--- config.mk ---
export PLATFORM = sky130hd
export DESIGN_NAME = bip_control_unit_v2
export DESIGN_NICKNAME = d
export VERILOG_FILES = /design/src/rtl/bip_control_unit_v2.sv
export SDC_FILE = /design/constraint.sdc
export NUM_CORES = 1
export LEC_CHECK = 0
export ABC_AREA = 1
export CORE_MARGIN = 8
export CORE_UTILIZATION = 35
export DETAILED_ROUTE_END_ITERATION = 6
export SLEW_MARGIN = 15
export SYNTH_ARGS = -nofsm -noshare
export SYNTH_HDL_FRONTEND = slang
export SYNTH_SLANG_ARGS = --single-unit
--- constraint.sdc ---
create_clock -name CLK -period 1.89 [get_ports CLK]
set_input_delay 0.189 -clock CLK [delete_from_list [all_inputs] [get_ports CLK]]
set_output_delay 0.189 -clock CLK [all_outputs]
set_load 0.1 [all_outputs]
--- src/rtl/bip_control_unit_v2.sv ---
// BIP control unit: PC, registered IR and combinational decode, with branches, HALT/RESUME and STALL.
// A decoded instruction drives the datapath in the cycle it sits in the IR. A taken branch costs one bubble.
module bip_control_unit_v2 #(
  parameter int INSTR_W = 16,
  parameter int PC_W = 11,
  parameter logic [PC_W-1:0] RESET_VECTOR = '0,
  localparam int OPERAND_W = INSTR_W - 5
) (
  input  logic                 CLK,
  input  logic                 RESET,
  input  logic [INSTR_W-1:0]   INSTRUCTION,
  input  logic                 STALL,
  input  logic                 RESUME,
  input  logic                 ACC_ZERO,
  input  logic                 ACC_NEG,
  output logic [PC_W-1:0]      PC,
  output logic [OPERAND_W-1:0] OPERAND,
  output logic [1:0]           SEL_A,
  output logic                 SEL_B,
  output logic                 OP,
  output logic                 WR_ACC,
  output logic                 WR_RAM,
  output logic                 RD_RAM,
  output logic                 HALTED,
  output logic                 ILLEGAL
);

  typedef enum logic {S_RUN, S_HALTED} state_t;

  localparam logic [4:0] OP_HLT  = 5'b00000;
  localparam logic [4:0] OP_STO  = 5'b00001;
  localparam logic [4:0] OP_LD   = 5'b00010;
  localparam logic [4:0] OP_LDI  = 5'b00011;
  localparam logic [4:0] OP_ADD  = 5'b00100;
  localparam logic [4:0] OP_ADDI = 5'b00101;
  localparam logic [4:0] OP_SUB  = 5'b00110;
  localparam logic [4:0] OP_SUBI = 5'b00111;
  localparam logic [4:0] OP_BEQ  = 5'b01000;
  localparam logic [4:0] OP_BNE  = 5'b01001;
  localparam logic [4:0] OP_BMI  = 5'b01010;
  localparam logic [4:0] OP_JMP  = 5'b01011;

  state_t                 state_q, state_d;
  logic [PC_W-1:0]        pc_q, pc_d;
  logic [4:0]             ir_op_q, ir_op_d;
  logic [OPERAND_W-1:0]   operand_q, operand_d;
  logic                   ir_valid_q, ir_valid_d;
  logic                   exec;
  logic                   taken;

  always_ff @(posedge CLK or posedge RESET) begin
    if (RESET) begin
      state_q    <= S_RUN;
      pc_q       <= RESET_VECTOR;
      ir_op_q    <= OP_HLT;
      operand_q  <= '0;
      ir_valid_q <= 1'b0;
    end else begin
      state_q    <= state_d;
      pc_q       <= pc_d;
      ir_op_q    <= ir_op_d;
      operand_q  <= operand_d;
      ir_valid_q <= ir_valid_d;
    end
  end

  assign exec = (state_q == S_RUN) && ir_valid_q && !STALL;

  always_comb begin
    taken = 1'b0;
    case (ir_op_q)
      OP_BEQ:  taken = ACC_ZERO;
      OP_BNE:  taken = !ACC_ZERO;
      OP_BMI:  taken = ACC_NEG;
      OP_JMP:  taken = 1'b1;
      default: taken = 1'b0;
    endcase
  end

  // HLT and taken branches both drop ir_valid so the word on the bus is never latched.
  always_comb begin
    state_d    = state_q;
    pc_d       = pc_q;
    ir_op_d    = ir_op_q;
    operand_d  = operand_q;
    ir_valid_d = ir_valid_q;
    case (state_q)
      S_RUN: begin
        if (!STALL) begin
          if (ir_valid_q && ir_op_q == OP_HLT) begin
            state_d    = S_HALTED;
            ir_valid_d = 1'b0;
          end else if (ir_valid_q && taken) begin
            pc_d       = operand_q[PC_W-1:0];
            ir_valid_d = 1'b0;
          end else begin
            ir_op_d    = INSTRUCTION[INSTR_W-1 -: 5];
            operand_d  = INSTRUCTION[OPERAND_W-1:0];
            ir_valid_d = 1'b1;
            pc_d       = pc_q + PC_W'(1);
          end
        end
      end
      S_HALTED: begin
        if (RESUME) state_d = S_RUN;
      end
      default: state_d = S_RUN;
    endcase
  end

  always_comb begin
    SEL_A   = 2'd0;
    SEL_B   = 1'b0;
    OP      = 1'b0;
    WR_ACC  = 1'b0;
    WR_RAM  = 1'b0;
    RD_RAM  = 1'b0;
    ILLEGAL = 1'b0;
    if (exec) begin
      case (ir_op_q)
        OP_HLT: ;
        OP_STO: WR_RAM = 1'b1;
        OP_LD: begin
          WR_ACC = 1'b1;
          RD_RAM = 1'b1;
        end
        OP_LDI: begin
          SEL_A  = 2'd1;
          WR_ACC = 1'b1;
        end
        OP_ADD, OP_SUB: begin
          SEL_A  = 2'd2;
          OP     = (ir_op_q == OP_SUB);
          WR_ACC = 1'b1;
          RD_RAM = 1'b1;
        end
        OP_ADDI, OP_SUBI: begin
          SEL_A  = 2'd2;
          SEL_B  = 1'b1;
          OP     = (ir_op_q == OP_SUBI);
          WR_ACC = 1'b1;
        end
        OP_BEQ, OP_BNE, OP_BMI, OP_JMP: ;
        default: ILLEGAL = 1'b1;
      endcase
    end
  end

  assign PC      = pc_q;
  assign OPERAND = operand_q;
  assign HALTED  = (state_q == S_HALTED);

endmodule
==> results_dict.tcl, run 1 <==
set metrics [dict create \
    area_growth_pct 47.5 \
    fillers 450 \
    drtIter0Drc 101 \
    syn_avg_cell_area_um2 7.46 \
    yosys.area.top_type_share_pct 42.7 \
    worst-r2r-cell-count 6 \
    cts_buffers 5 \
    hold_violations 0 \
    grt_max_degree 30 \
    end_kind "primary output" \
    fin_skew_ps 3.57 \
    grt_use_met1_pct 17.8 \
    grtUsageTotal_pct 13.7 \
    dr_total_vias 1625 \
    ctsHoldBuffers 0 \
    crit_type "register to primary output" \
    drv_slew 0 \
    register_area_um2 736 \
    synth.cell_area_mm2 0.00170 \
    synth-seq-cells 29 \
    clock-root-buffer "clkbuf_8" \
    gp_congestion 0.822 \
    slew_headroom_pct 71.7 \
    period_needed_ps 1840 \
    worstSetupStartpointType "register" \
    rsz0062_at_grt "true" \
    synth.most_common_cell "nand2_1" \
    clkTransAtPathRegs_ps 60 \
    wirelength_mm 4.67 \
    final.period_utilization_pct 97.4 \
    numClockSinks 29 \
    synth_cells 228 \
    synth-edff-count 0 \
    synth.cells.most_frequent "nand2_1 (104), dfrtp_1 (29), inv_1 (19)" \
    worst-slew-pin-transition_ps 423 \
    hpwl_mm 3.56 \
    clock.fmax_mhz 544 \
    ant_nets 0 \
    synth_nets 251 \
    die-area_mm2 0.00734 \
    nNetsFinal 312 \
    drtPass1Iterations 4 \
    cp_data_arrival_time_ps 1650 \
    met3_usage_pct 3.82 \
    gr-total-overflow 0 \
    yosysWarnings 0 \
    grt_use_met2_pct 21.1 \
    antenna_found_initial 0 \
    synth_cell_types 30 \
    maxCapViolations 0 \
    synthTopCellsByArea "dfrtp_1 (43%), nand2_1 (23%), inv_1 (4.2%), nand3_1 (4.1%), nor2_1 (3.5%)" \
    die_w_um 85.7 \
    portBuffers 52 \
    async_reset_ff_share_pct 100 \
    row_count 25 \
    cts_buffer_depth 2 \
    cp_max_fo 3 \
    htreeDepth 2 \
    avgRoutedWirePerCell_um 13.6 \
    multiInputGateArea_um2 932 \
    pin_count 53 \
    avgViaCountPerCell 4.72 \
    min_path_type "input port to async pin" \
    cts_tree "yes" \
    finalSetupViolations 0 \
    outcome "complete, no violations" \
    start_util_pct 36.2 \
    yosysTopAreaCell "dfrtp_1" \
    remaining_drc_errors 0 \
    grt_pass1_wl_mm 8.07 \
    diodes 0 \
    synth_flop_cell "dfrtp_1" \
    grt_pass1_vias 1621 \
    worstSkewPairLatency_ps 280 \
    ys_seq_area_share_pct 42.7 \
    worst_slack_ps 50.1 \
    die_h_um 85.7 \
    pre_cts_ws_ps 122 \
    drive_gt1_share_pct 27.9 \
    core_mm2 0.00469 \
    required_ps 1700 \
    gr-max-usage-layer "met2" \
]
==> critical path, stage by stage (launching register included) <==
cell	delay (ps)
dfrtp_4	500
nor2_4	100
nand2_2	80
inv_2	100
nand4_1	160
buf_4	200
nand2_4	50
buf_12	160
==> sequential cells by signal (all words and copies together), names as in the netlist <==
signal,count
OPERAND,11
PC,11
ir_op_q,5
HALTED,1
ir_valid_q,1
==> layer usage <==
layer,part of all wire (%),routed length [µm]
met5,0,0
met4,1.4,67
met3,4.7,219
met2,46,2160
met1,48,2220
==> per-stage QoR <==
stage | instance area [µm²] | TNS, ps | hold WS [ps] | cells | utilization [%]
2_1_floorplan | 1800 | -1690 | 267 | 228 | -
3_3_place_gp | 2410 | 0 | 496 | 335 | 51.3
3_5_place_dp | 2410 | 0 | 500 | 335 | 51.3
4_1_cts | 2510 | 0 | 294 | 344 | 53.4
5_1_grt | 2510 | -76.2 | 339 | 344 | 53.4
6_report | 2510 | 0 | 288 | 344 | 53.4
==> cells by family after synthesis <==
kind of cell	share of synthesized area (%)
compound gates	4.93
xor+xnor	1.55
fa+ha+maj	0.736
buf+inv	7.58
flops	42.7
simple gates	42.5
==> layout make-up <==
cell class | count | area share, %
multi-input cells | 171 | 37.2
repair buffers | 59 | 23.9
well taps | 54 | 2.69
inverters | 23 | 3.59
flip-flops and latches | 29 | 29.3
clock buffers | 6 | 2.89
clock inverters | 2 | 0.399
==> what timing repair did <==
| action | 4_1_cts | 5_1_grt |
|---|---|---|
| gates resized for setup | 2 | 0 |
| buffers inserted | 1 | 0 |
| pin swaps | 0 | 2 |
| setup endpoints to repair | 3 | 5 |
| hold endpoints to repair | 0 | 0 |
==> cells in the final DEF, fill, tap and decap left out, drive strengths merged <==
master,Yosys,layout
a21oi,2,2
buf,5,38
clkbuf,0,6
clkdlybuf4s50,0,21
clkinv,0,2
clkinvlp,0,1
dfrtp,29,29
ha,1,1
inv,23,22
nand2,105,105
nand3,16,16
nand3b,2,2
nand4,6,6
nor2,22,22
nor3,1,1
nor4,2,2
o211ai,2,2
o21ai,6,6
o22ai,1,1
or2,2,2
xnor2,1,1
xor2,2,2
==> worst paths after layout <==
| kind | slack (ps) | end | startpoint |
|---|---|---|---|
| max reg2reg | 250 | PC[5] | ir_op_q[2] |
| min | 290 | OPERAND[7] | RESET |
| min in group CLK | 440 | ir_op_q[2] | INSTRUCTION[13] |
| min reg2reg | 520 | OPERAND[7] | OPERAND[7] |
| max in group asynchronous | 1300 | HALTED | RESET |
| max | 50 | WR_ACC | HALTED |
Power of run 1 is left out: the tool's default activity adds up to more than one toggle a clock period on the data nets, which glitch-free logic cannot reach.
==> inputs of run 2 (changes only) <==
- ABC_AREA: 1 -> default
- PLACE_DENSITY: default -> 0.66
- clock period: 1.89 -> 1.6 ns (I/O delays scaled with it)
==> results_dict.tcl, run 2 <==
set metrics [dict create \
    critical-path-slowest-cell "dfrtp_1" \
    portBuffers 52 \
    synth_top_family_by_area "multiplexers" \
    dr_total_vias 1525 \
    cts_buffer_depth 2 \
    crit_type "register to primary output" \
    drive_gt1_share_pct 61.4 \
    powerDensity_mw_per_mm2 1820 \
    hold_ws_ps 271 \
    die_w_um 84.1 \
    muxShareOfSynthArea_pct 19.2 \
    cts_tree "yes" \
    worstSkewPairLatency_ps 280 \
    layout_commonest_cell "buf_12" \
    clock.fmax_mhz 468 \
    die-area_mm2 0.00707 \
    worst-slew-pin-transition_ps 385 \
    pin_count 53 \
    synth_nets 164 \
    clock-root-buffer "clkbuf_8" \
    hold_violations 0 \
    synth_flop_cell "dfrtp_1" \
    row_count 24 \
    drv_slew 0 \
    ctsHoldBuffers 0 \
    htreeDepth 2 \
    period_needed_ps 2130 \
    yosysTopAreaCell "dfrtp_1" \
    grt_pass1_wl_mm 8.23 \
    synth-seq-cells 29 \
    hpwl_mm 3.44 \
    yosys.area.top_type_share_pct 44.8 \
    ant_nets 0 \
    outcome "complete, but fails checks" \
    worst-r2r-cell-count 9 \
    p_leak_nw 1.40 \
    synth.cell_area_mm2 0.00162 \
    worstSetupStartpointType "register" \
    wirelength_mm 5.59 \
    synth_cell_types 42 \
    min_path_type "input port to async pin" \
    final.period_utilization_pct 133 \
    cp_data_arrival_time_ps 1970 \
    gr-total-overflow 0 \
    synth_fa_ha_area_share_pct 0.772 \
    finalSetupViolations 35 \
    r2r_start "ir_op_q[4]" \
    avgRoutedWirePerCell_um 20.0 \
    nNetsFinal 250 \
    path_cells "or3b_4 -> buf_6 -> nor3_4 -> nand2_2 -> nor3b_4 -> buf_12" \
    drtPass1Iterations 4 \
    core_mm2 0.00441 \
    gp_congestion 0.765 \
    reg2reg_to "PC[4]" \
    violations "setup timing" \
    syn_avg_cell_area_um2 11.5 \
    avgViaCountPerCell 5.45 \
    synth_compound_area_share_pct 13.5 \
    required_ps 1440 \
    grt_max_degree 30 \
    start_util_pct 36.7 \
    synth.most_common_cell "dfrtp_1" \
    synth_xor_area_share_pct 0 \
    cp_max_fo 3 \
    cts_buffers 5 \
    async_reset_ff_share_pct 100 \
    drtIter0Drc 44 \
    area_growth_pct 97.8 \
    grt_pass1_vias 1546 \
    fillers 277 \
    clkTransAtPathRegs_ps 70 \
    diodes 0 \
    synthTopCellsByArea "dfrtp_1 (45%), mux2_4 (7.4%), mux2_2 (6.3%), mux2i_1 (5.6%), a2bb2oi_1 (3.8%)" \
    synth_simple_gate_area_share_pct 16.1 \
    worst_slack_ps -535 \
    final_cell_mix "buf_12 (33), clkdlybuf4s50_1 (21), dfrtp_1 (20), buf_4 (20), mux2_4 (17)" \
    remaining_drc_errors 0 \
    die_h_um 84.1 \
    fin_skew_ps 8.40 \
    cp_top_family "simple AND/OR/NAND/NOR gates" \
    rrSetupSlack_ps -520 \
    numClockSinks 29 \
    ys_seq_area_share_pct 44.8 \
    worst-path-buf-inv 2 \
    antenna_found_initial 0 \
    slowest_delay_ps 400 \
    maxCapViolations 0 \
    synth_cells 141 \
    grtUsageTotal_pct 14.4 \
    rsz0062_at_grt "true" \
    synth-edff-count 0 \
    pre_cts_ws_ps -322 \
    slew_headroom_pct 74.4 \
    irDropWorstVdd_mv 1.48 \
    end_kind "primary output" \
    yosysWarnings 0 \
    synth.cells.most_frequent "dfrtp_1 (29), nand2_1 (10), a21oi_1 (9), mux2_2 (9), mux2i_1 (9)" \
]
[run 2: repair_timing]
| item | in CTS | in global routing |
|---|---|---|
| resized for setup | 19 | 29 |
| endpoints found under the setup margin | 36 | 35 |
| buffers inserted | 7 | 6 |
| pin swaps | 14 | 8 |
| cloned | 2 | 2 |
[run 2: logic make-up after synthesis]
family | after synthesis
simple gates | 43
flops | 29
compound gates | 27
mux | 26
buf+inv | 15
fa+ha+maj | 1
[run 2: through the flow]
| stage | instances | total power [W] | area (µm²) | util (%) | TNS, ps |
|---|---|---|---|---|---|
| 2_1_floorplan | 141 | 0.00353 | 1780 | - | -8370 |
| 3_3_place_gp | 255 | 0.00483 | 2750 | 62.2 | -7170 |
| 3_5_place_dp | 255 | 0.00490 | 2750 | 62.2 | -8390 |
| 4_1_cts | 272 | 0.00564 | 2980 | 67.6 | -11700 |
| 5_1_grt | 280 | 0.00605 | 3210 | 72.7 | -18790 |
| 6_report | 280 | 0.00583 | 3210 | 72.7 | -16620 |
[run 2: tightest hold or removal path: stages]
cell,delay [ps]
clkdlybuf4s50_1,400
inv_1,50
buf_4,340
[run 2: layout make-up]
class	count	area, µm²	share of cell area [%]
repair buffers	85	1140	35.7
clock inverters	2	10.0	0.312
inverters	6	22.5	0.702
flip-flops and latches	29	744	23.2
multi-input cells	100	1150	35.8
clock buffers	6	72.6	2.26
well taps	52	65.1	2.03
[run 2: routing by layer]
metal / vias up / routed length [µm] / global-route usage, %
met2: 60 / 2720 / 23.5
li1: 700 / - / -
met4: 0 / 85 / 3.77
met5: - / 0 / 0
met3: 8 / 359 / 5.76
met1: 757 / 2420 / 17.1
[run 2: how the worst max path moves through the flow]
stage                           from          to  slack (ps)  cells after the start
after CTS                 ir_op_q[3]    SEL_A[0]        -560                      6
after detailed placement  ir_op_q[3]  ir_op_q[4]        -320                      4
after global routing      ir_op_q[3]    SEL_A[0]        -640                      6
after global placement    ir_op_q[3]  OPERAND[8]        -280                      4
after floorplan           ir_op_q[3]    SEL_A[0]        -550                      4
final                     ir_op_q[4]    SEL_A[0]        -530                      6
[run 2: power by group]
part	internal (W)	switching [W]
registers	0.000996	0.000412
logic	0.00156	0.00229
clock network	0.000301	0.000272
total	0.00286	0.00297
Power figures use the tool's default switching activity.
